--- src/rtl/pipe_scoreboard.sv ---
// pipe_scoreboard
//   Interlock and forwarding controller for an in-order MIPS pipeline.
//   Every in-flight GPR write is tracked in a per-stage slot, so hazards
//   are found without re-decoding the later stages. The block produces the
//   decode stall, the D/E bubble and the D- and E-stage forward selects.
//   It also owns the multiply/divide busy counter that interlocks HI/LO users.
//
// Ports
//   clk, rst_n             clock, synchronous active-low reset
//   d_valid                D holds a real instruction
//   d_rs/d_rt              source registers
//   d_*_use, d_*_late      source is read / is needed in E (1) or in D (0)
//   d_wr, d_wa, d_rdy      destination write, address, first slot holding result
//   d_md_start, d_md_div   D starts a mult/div (div selects DIV_LAT)
//   d_md_use               D touches HI/LO or starts an md op
//   flush                  kill the instruction in D
//   stall, bubble_e        hold F/D and PC / insert a nop into D/E
//   fwd_r*_d, fwd_r*_e     operand source: 0 = normal path, k = slot k
//   md_busy                md unit still working
module pipe_scoreboard #(
  parameter int NSTAGE   = 3,
  parameter int AW       = 5,
  parameter int MULT_LAT = 5,
  parameter int DIV_LAT  = 10,
  localparam int FW      = $clog2(NSTAGE + 1)
) (
  input  logic          clk,
  input  logic          rst_n,
  input  logic          d_valid,
  input  logic [AW-1:0] d_rs,
  input  logic [AW-1:0] d_rt,
  input  logic          d_rs_use,
  input  logic          d_rt_use,
  input  logic          d_rs_late,
  input  logic          d_rt_late,
  input  logic          d_wr,
  input  logic [AW-1:0] d_wa,
  input  logic [FW-1:0] d_rdy,
  input  logic          d_md_start,
  input  logic          d_md_div,
  input  logic          d_md_use,
  input  logic          flush,
  output logic          stall,
  output logic          bubble_e,
  output logic [FW-1:0] fwd_rs_d,
  output logic [FW-1:0] fwd_rt_d,
  output logic [FW-1:0] fwd_rs_e,
  output logic [FW-1:0] fwd_rt_e,
  output logic          md_busy
);

  localparam int MD_MAX = (MULT_LAT > DIV_LAT) ? MULT_LAT : DIV_LAT;
  localparam int MDW    = $clog2(MD_MAX + 1);

  // Slot k holds the write of the instruction k stages past D.
  logic          r_v   [1:NSTAGE];
  logic [AW-1:0] r_wa  [1:NSTAGE];
  logic [FW-1:0] r_rdy [1:NSTAGE];

  // Sources of the instruction currently in E (slot 1).
  logic [AW-1:0] r_e_rs;
  logic [AW-1:0] r_e_rt;
  logic          r_e_rs_use;
  logic          r_e_rt_use;

  logic [MDW-1:0] r_md_cnt;

  logic          w_rs_hz;
  logic          w_rt_hz;
  logic          w_md_busy;
  logic          w_issue;
  logic [FW-1:0] w_fwd_rs_d;
  logic [FW-1:0] w_fwd_rt_d;
  logic [FW-1:0] w_fwd_rs_e;
  logic [FW-1:0] w_fwd_rt_e;

  // D-stage hazard and forward. The walk runs oldest to youngest so the
  // youngest matching slot is the last to write the result.
  always_comb begin
    // NOTE: every variable gets a default first, so no latch is inferred.
    w_rs_hz    = 1'b0;
    w_rt_hz    = 1'b0;
    w_fwd_rs_d = '0;
    w_fwd_rt_d = '0;
    for (int k = NSTAGE; k >= 1; k--) begin
      if (d_valid && d_rs_use && r_v[k] && (r_wa[k] == d_rs)) begin
        // A late operand can also take the value from slot k+1 next cycle.
        w_rs_hz    = d_rs_late ? (int'(r_rdy[k]) > k + 1) : (int'(r_rdy[k]) > k);
        w_fwd_rs_d = d_rs_late ? '0 : FW'(k);
      end
      if (d_valid && d_rt_use && r_v[k] && (r_wa[k] == d_rt)) begin
        w_rt_hz    = d_rt_late ? (int'(r_rdy[k]) > k + 1) : (int'(r_rdy[k]) > k);
        w_fwd_rt_d = d_rt_late ? '0 : FW'(k);
      end
    end
  end

  // E-stage forward: issue-time interlock guarantees the producer is ready.
  always_comb begin
    w_fwd_rs_e = '0;
    w_fwd_rt_e = '0;
    for (int k = NSTAGE; k >= 2; k--) begin
      if (r_e_rs_use && r_v[k] && (r_wa[k] == r_e_rs)) w_fwd_rs_e = FW'(k);
      if (r_e_rt_use && r_v[k] && (r_wa[k] == r_e_rt)) w_fwd_rt_e = FW'(k);
    end
  end

  assign w_md_busy = (r_md_cnt != '0);
  // flush dominates: a killed instruction never stalls and never issues.
  assign stall     = d_valid && !flush && (w_rs_hz || w_rt_hz || (d_md_use && w_md_busy));
  assign bubble_e  = stall || flush;
  assign w_issue   = d_valid && !flush && !stall;

  assign fwd_rs_d  = w_fwd_rs_d;
  assign fwd_rt_d  = w_fwd_rt_d;
  assign fwd_rs_e  = w_fwd_rs_e;
  assign fwd_rt_e  = w_fwd_rt_e;
  assign md_busy   = w_md_busy;

  always_ff @(posedge clk) begin
    if (!rst_n) begin
      // NOTE: the slot array is control state, so every entry is reset,
      // not just the valid bits; the compare logic never sees X.
      for (int k = 1; k <= NSTAGE; k++) begin
        r_v[k]   <= 1'b0;
        r_wa[k]  <= '0;
        r_rdy[k] <= '0;
      end
      r_e_rs     <= '0;
      r_e_rt     <= '0;
      r_e_rs_use <= 1'b0;
      r_e_rt_use <= 1'b0;
      r_md_cnt   <= '0;
    end else begin
      // NOTE: non-blocking assignment lets each slot take its neighbour's
      // pre-edge value regardless of loop order.
      for (int k = NSTAGE; k >= 2; k--) begin
        r_v[k]   <= r_v[k-1];
        r_wa[k]  <= r_wa[k-1];
        r_rdy[k] <= r_rdy[k-1];
      end
      // Writes to $0 are dropped here so $0 can never match later.
      r_v[1]     <= w_issue && d_wr && (d_wa != '0);
      r_wa[1]    <= d_wa;
      r_rdy[1]   <= d_rdy;
      r_e_rs     <= d_rs;
      r_e_rt     <= d_rt;
      r_e_rs_use <= w_issue && d_rs_use;
      r_e_rt_use <= w_issue && d_rt_use;

      if (w_issue && d_md_start) begin
        r_md_cnt <= d_md_div ? MDW'(DIV_LAT) : MDW'(MULT_LAT);
      end else if (w_md_busy) begin
        r_md_cnt <= r_md_cnt - MDW'(1);
      end
    end
  end

endmodule

--- config.mk ---
export PLATFORM = sky130hd
export DESIGN_NAME = pipe_scoreboard
export DESIGN_NICKNAME = d
export VERILOG_FILES = /design/src/rtl/pipe_scoreboard.sv
export SDC_FILE = /design/constraint.sdc
export NUM_CORES = 1
export LEC_CHECK = 0
export ABC_AREA = 1
export BUFFER_PORTS_ARGS = -buffer_cell sky130_fd_sc_hd__buf_2
export CORE_ASPECT_RATIO = 0.75
export CORE_MARGIN = 8
export CORE_UTILIZATION = 55
export CTS_CLUSTER_DIAMETER = 50
export DETAILED_ROUTE_END_ITERATION = 8
export GPL_ROUTABILITY_DRIVEN = 0
export PLACE_DENSITY = 0.79
export SYNTH_ARGS = -nofsm -noshare
export SYNTH_HDL_FRONTEND = slang
export SYNTH_SLANG_ARGS = --single-unit
--- constraint.sdc ---
create_clock -name clk -period 1.6 [get_ports clk]
set_input_delay 0.32 -clock clk [delete_from_list [all_inputs] [get_ports clk]]
set_output_delay 0.32 -clock clk [all_outputs]
set_load 0.01 [all_outputs]
==> impl_results.md <==
* VDD IR-drop max at 645 uV
* Endpoint type of the worst setup path: primary output
* Unique masters post-synth at 29
* Reported net switching power at 0.000956 W
* Pwr Density at 895 mW/mm^2
* Pin count of the biggest net entering global routing at 19
* Antenna violations before repair at 0
* Post-synthesis mux area share at 0%
* Die Y at 70.9 um
* Compound-gate portion of the synthesized area at 12.9%
* Slowest cell on crit path: dfxtp_4
* Post-Synth Simple-Gate Area at 34.4%
* Final non-filler cell total at 501
* Synth top area share at 34.4%
* Clk pin slew, worst setup/hold paths at 70 ps
* Cell taking the most area after synthesis: dfxtp_1
* Die footprint at 0.00632 mm^2
* Type of origin of the critical path: flop
* Worst path bufs/invs at 2
* Core Region at 0.00395 mm^2
* Clock Path Buffers at 2
* Final hold violation count at 0
* Number of vias per cell at 5.53
* DR vias at 2771
* First-pass GRT wire length at 11400 um
* Syn_nets at 384
* Initial Utilization at 55.9%
* Combinational family with the most area after synthesis: simple AND/OR/NAND/NOR gates
* Switching share of total power at 33.1%
* Fin crit period at 2180 ps
* Vias in the first global route at 2585
* Synth-to-Final Area Change at 46.0%
* WP data required at 1280 ps
* Ys Warns at 0
* DR WL met2 at 3610 um
* Layout net count at 476
* Internal at 0.00193 W
* Post-Synth Adder-Cell Area at 1.13%
* Number of synthesized register bits at 38
* Max-slew violation count at 0
* Top cells by area, synth: dfxtp_1, nand2_1, inv_1
* Unrepaired setup endpoints after global routing: yes
* Final core occ at 81.6%
* Seq/Total Area, Yosys at 34.4%
* Max Clock Freq at 459 MHz
* Setup ws final at -578 ps
* Critical Path Fanout Max at 3
* Final HPWL DP at 5030 um
* Status: finished, violations left
* Setup CP Type: reg -> out
* Pre-antenna DRT Iters at 5
* Worst hold path type: in -> reg
* CTS hold repair buffers at 0
* Failing checks: setup timing
* Logic gate share of total power at 35.2%
* DRT Wirelength at 7950 um
* Cells after Synth at 353
* Metal1 wirelength at 3000 um
* Leakage at 1.77 nW
* Root Buffer: clkbuf_8
* Clock Skews at 4.73 ps
* Gr ovfl total at 0
* Syn Area/Cell at 6.26 um^2
* CP Cell Sequence: buf_6, nand2_4, o21ai_2, nor2_2, nand3_1, nor2_1, nand2_1, nand2_2, nor2_4, o21ai_1, buf_2
* TNS Setup at -5830 ps
* Post-synthesis xor/xnor area fraction at 1.98%
* Io pins at 40
* Total CTS buffers at 5
* Seq pwr share at 37.2%
* Violation count after the first detailed-route iteration at 382
* H-Tree Depth at 2
* Mapped Area at 0.00221 mm^2
* Crit-path leading delay family: simple AND/OR/NAND/NOR gates
* Max_slew headroom at 73.7%
* Layout cells sized above 1 at 44.2%
* Maxcap violations at 0
* Final Setup Violations at 17
* Number of placement rows at 20
* Tot GR Track Use at 23.2%
* Max incr delay on CP at 370 ps
* Clock tree sinks at 38
* Routed len/inst at 15.9 um
* Antenna diodes at 0
* Data arrival time of the worst path at 1860 ps
* IO buf count at 39
* Max Used Layer: met4
* Clock Power Share at 27.6%
* CTS tree: built
* Met3 wire length at 794 um
* Slew @ Worst Pin at 394 ps
* Post-DRT Antenna Nets at 0
* Final Cycle Share at 136%
* Die width at 89.2 um
* Clock latency on the worst-skew pair at 290 ps
* Placed cell count at 480
* DRC viols at 0
==> cells in the mapped netlist (all sizes together) <==
cell and instances:
inv 84, buf 1, nand3 11, xnor2 2, ha 2, o21ai 11, dfxtp 38, nor4 2
nor3 2, nand2 119, clkbuf 4, o2111ai 3, nor2 35, a221oi 7, o22ai 12, a211oi 2
xor2 3, o211ai 1, a21oi 7, nand4 7
==> path summary, 6_finish.rpt <==
kind	from	to	slack, ps	cells after the start
setup / recovery	r_wa[0][14]	bubble_e	-580	11
hold / removal	d_rdy[0]	r_rdy[1][0]	210	3
setup reg to reg	r_wa[0][14]	r_md_cnt[1]	-450	16
hold reg to reg	r_rdy[1][1]	r_rdy[2][1]	430	2
==> metal layers <==
layer | track usage (%) | vias up
li1 | - | 1276
met1 | 25.6 | 1227
met2 | 38.3 | 202
met3 | 7.87 | 66
met4 | 12.1 | 0
met5 | 0 | -
==> worst reg2reg max path, delay by kind of cell (launching register included) <==
family                 cells  cell delay (ps)
AO/OA/AOI/OAI              1               60
buffers and inverters      4              500
flip-flops                 1              370
AND/OR/NAND/NOR           11             1030
==> logic make-up after synthesis <==
family | count (synthesis)
xor gates and xnor gates | 5
DFF | 38
AOI/OAI and AO/OA | 43
buffers and inverters | 89
and+or+nand+nor | 176
adders and majority gates | 2
==> per-stage QoR <==
| step | setup slack [ps] | instance area (um^2) | total power, W | hold WS [ps] |
|---|---|---|---|---|
| finish | -578 | 3220 | 0.00289 | 207 |
| global placement | -227 | 2740 | 0.00185 | 413 |
| CTS | -393 | 3060 | 0.00272 | 202 |
| floorplan | 31.5 | 2210 | 0.00157 | 407 |
| global route | -642 | 3220 | 0.00304 | 205 |
| detailed placement | -252 | 2740 | 0.00187 | 425 |
==> layout by cell type, fill, tap and decap left out, types with 2 or more instances in the layout <==
cell type,instances
xnor2_1,2
nand3_2,5
o21ai_2,3
dfxtp_1,24
dfxtp_2,9
dfxtp_4,5
nor2_1,21
o2111ai_1,2
buf_4,40
nand2_1,97
o22ai_1,11
inv_2,23
a21oi_2,4
inv_1,60
clkbuf_8,5
buf_2,39
nor2_2,9
o21ai_1,4
clkinv_2,2
nand3_1,5
o21ai_0,4
xor2_1,3
a221oi_2,4
nand2_2,20
nand4_1,5
nor2_4,5
a21oi_1,3
buf_6,11
a221oi_1,3
==> layout make-up <==
| type | count | area [um^2] |
|---|---|---|
| multi-input combinational | 226 | 1320 |
| clock inverter | 3 | 40.0 |
| timing repair buffer | 90 | 619 |
| sequential | 38 | 791 |
| clock buffer | 5 | 68.8 |
| fill | 254 | 729 |
| inverter | 84 | 318 |
| tap | 55 | 68.8 |
==> power by group through the flow <==
stage	clock network, W	registers, W	logic (W)
3_3_place_gp	0	0.00109	0.000761
6_report	0.000796	0.00107	0.00102
2_1_floorplan	0	0.00108	0.000493
5_1_grt	0.000844	0.00108	0.00112
4_1_cts	0.000800	0.00107	0.000851
3_5_place_dp	0	0.00109	0.000783
==> registers in the layout (all words and copies together) (netlist names) <==
register / flops
r_e_rs_use: 1
r_e_rt_use: 1
r_wa: 15
r_md_cnt: 4
r_rdy: 4
r_e_rs: 5
r_e_rt: 5
r_v: 3
==> timing repair <==
action                                  in CTS  in global routing
endpoints found under the setup margin      18                 18
pin swaps                                   25                 37
buffers inserted                            10                  4
gates resized for setup                     54                 50
Power figures use the tool's default switching activity.
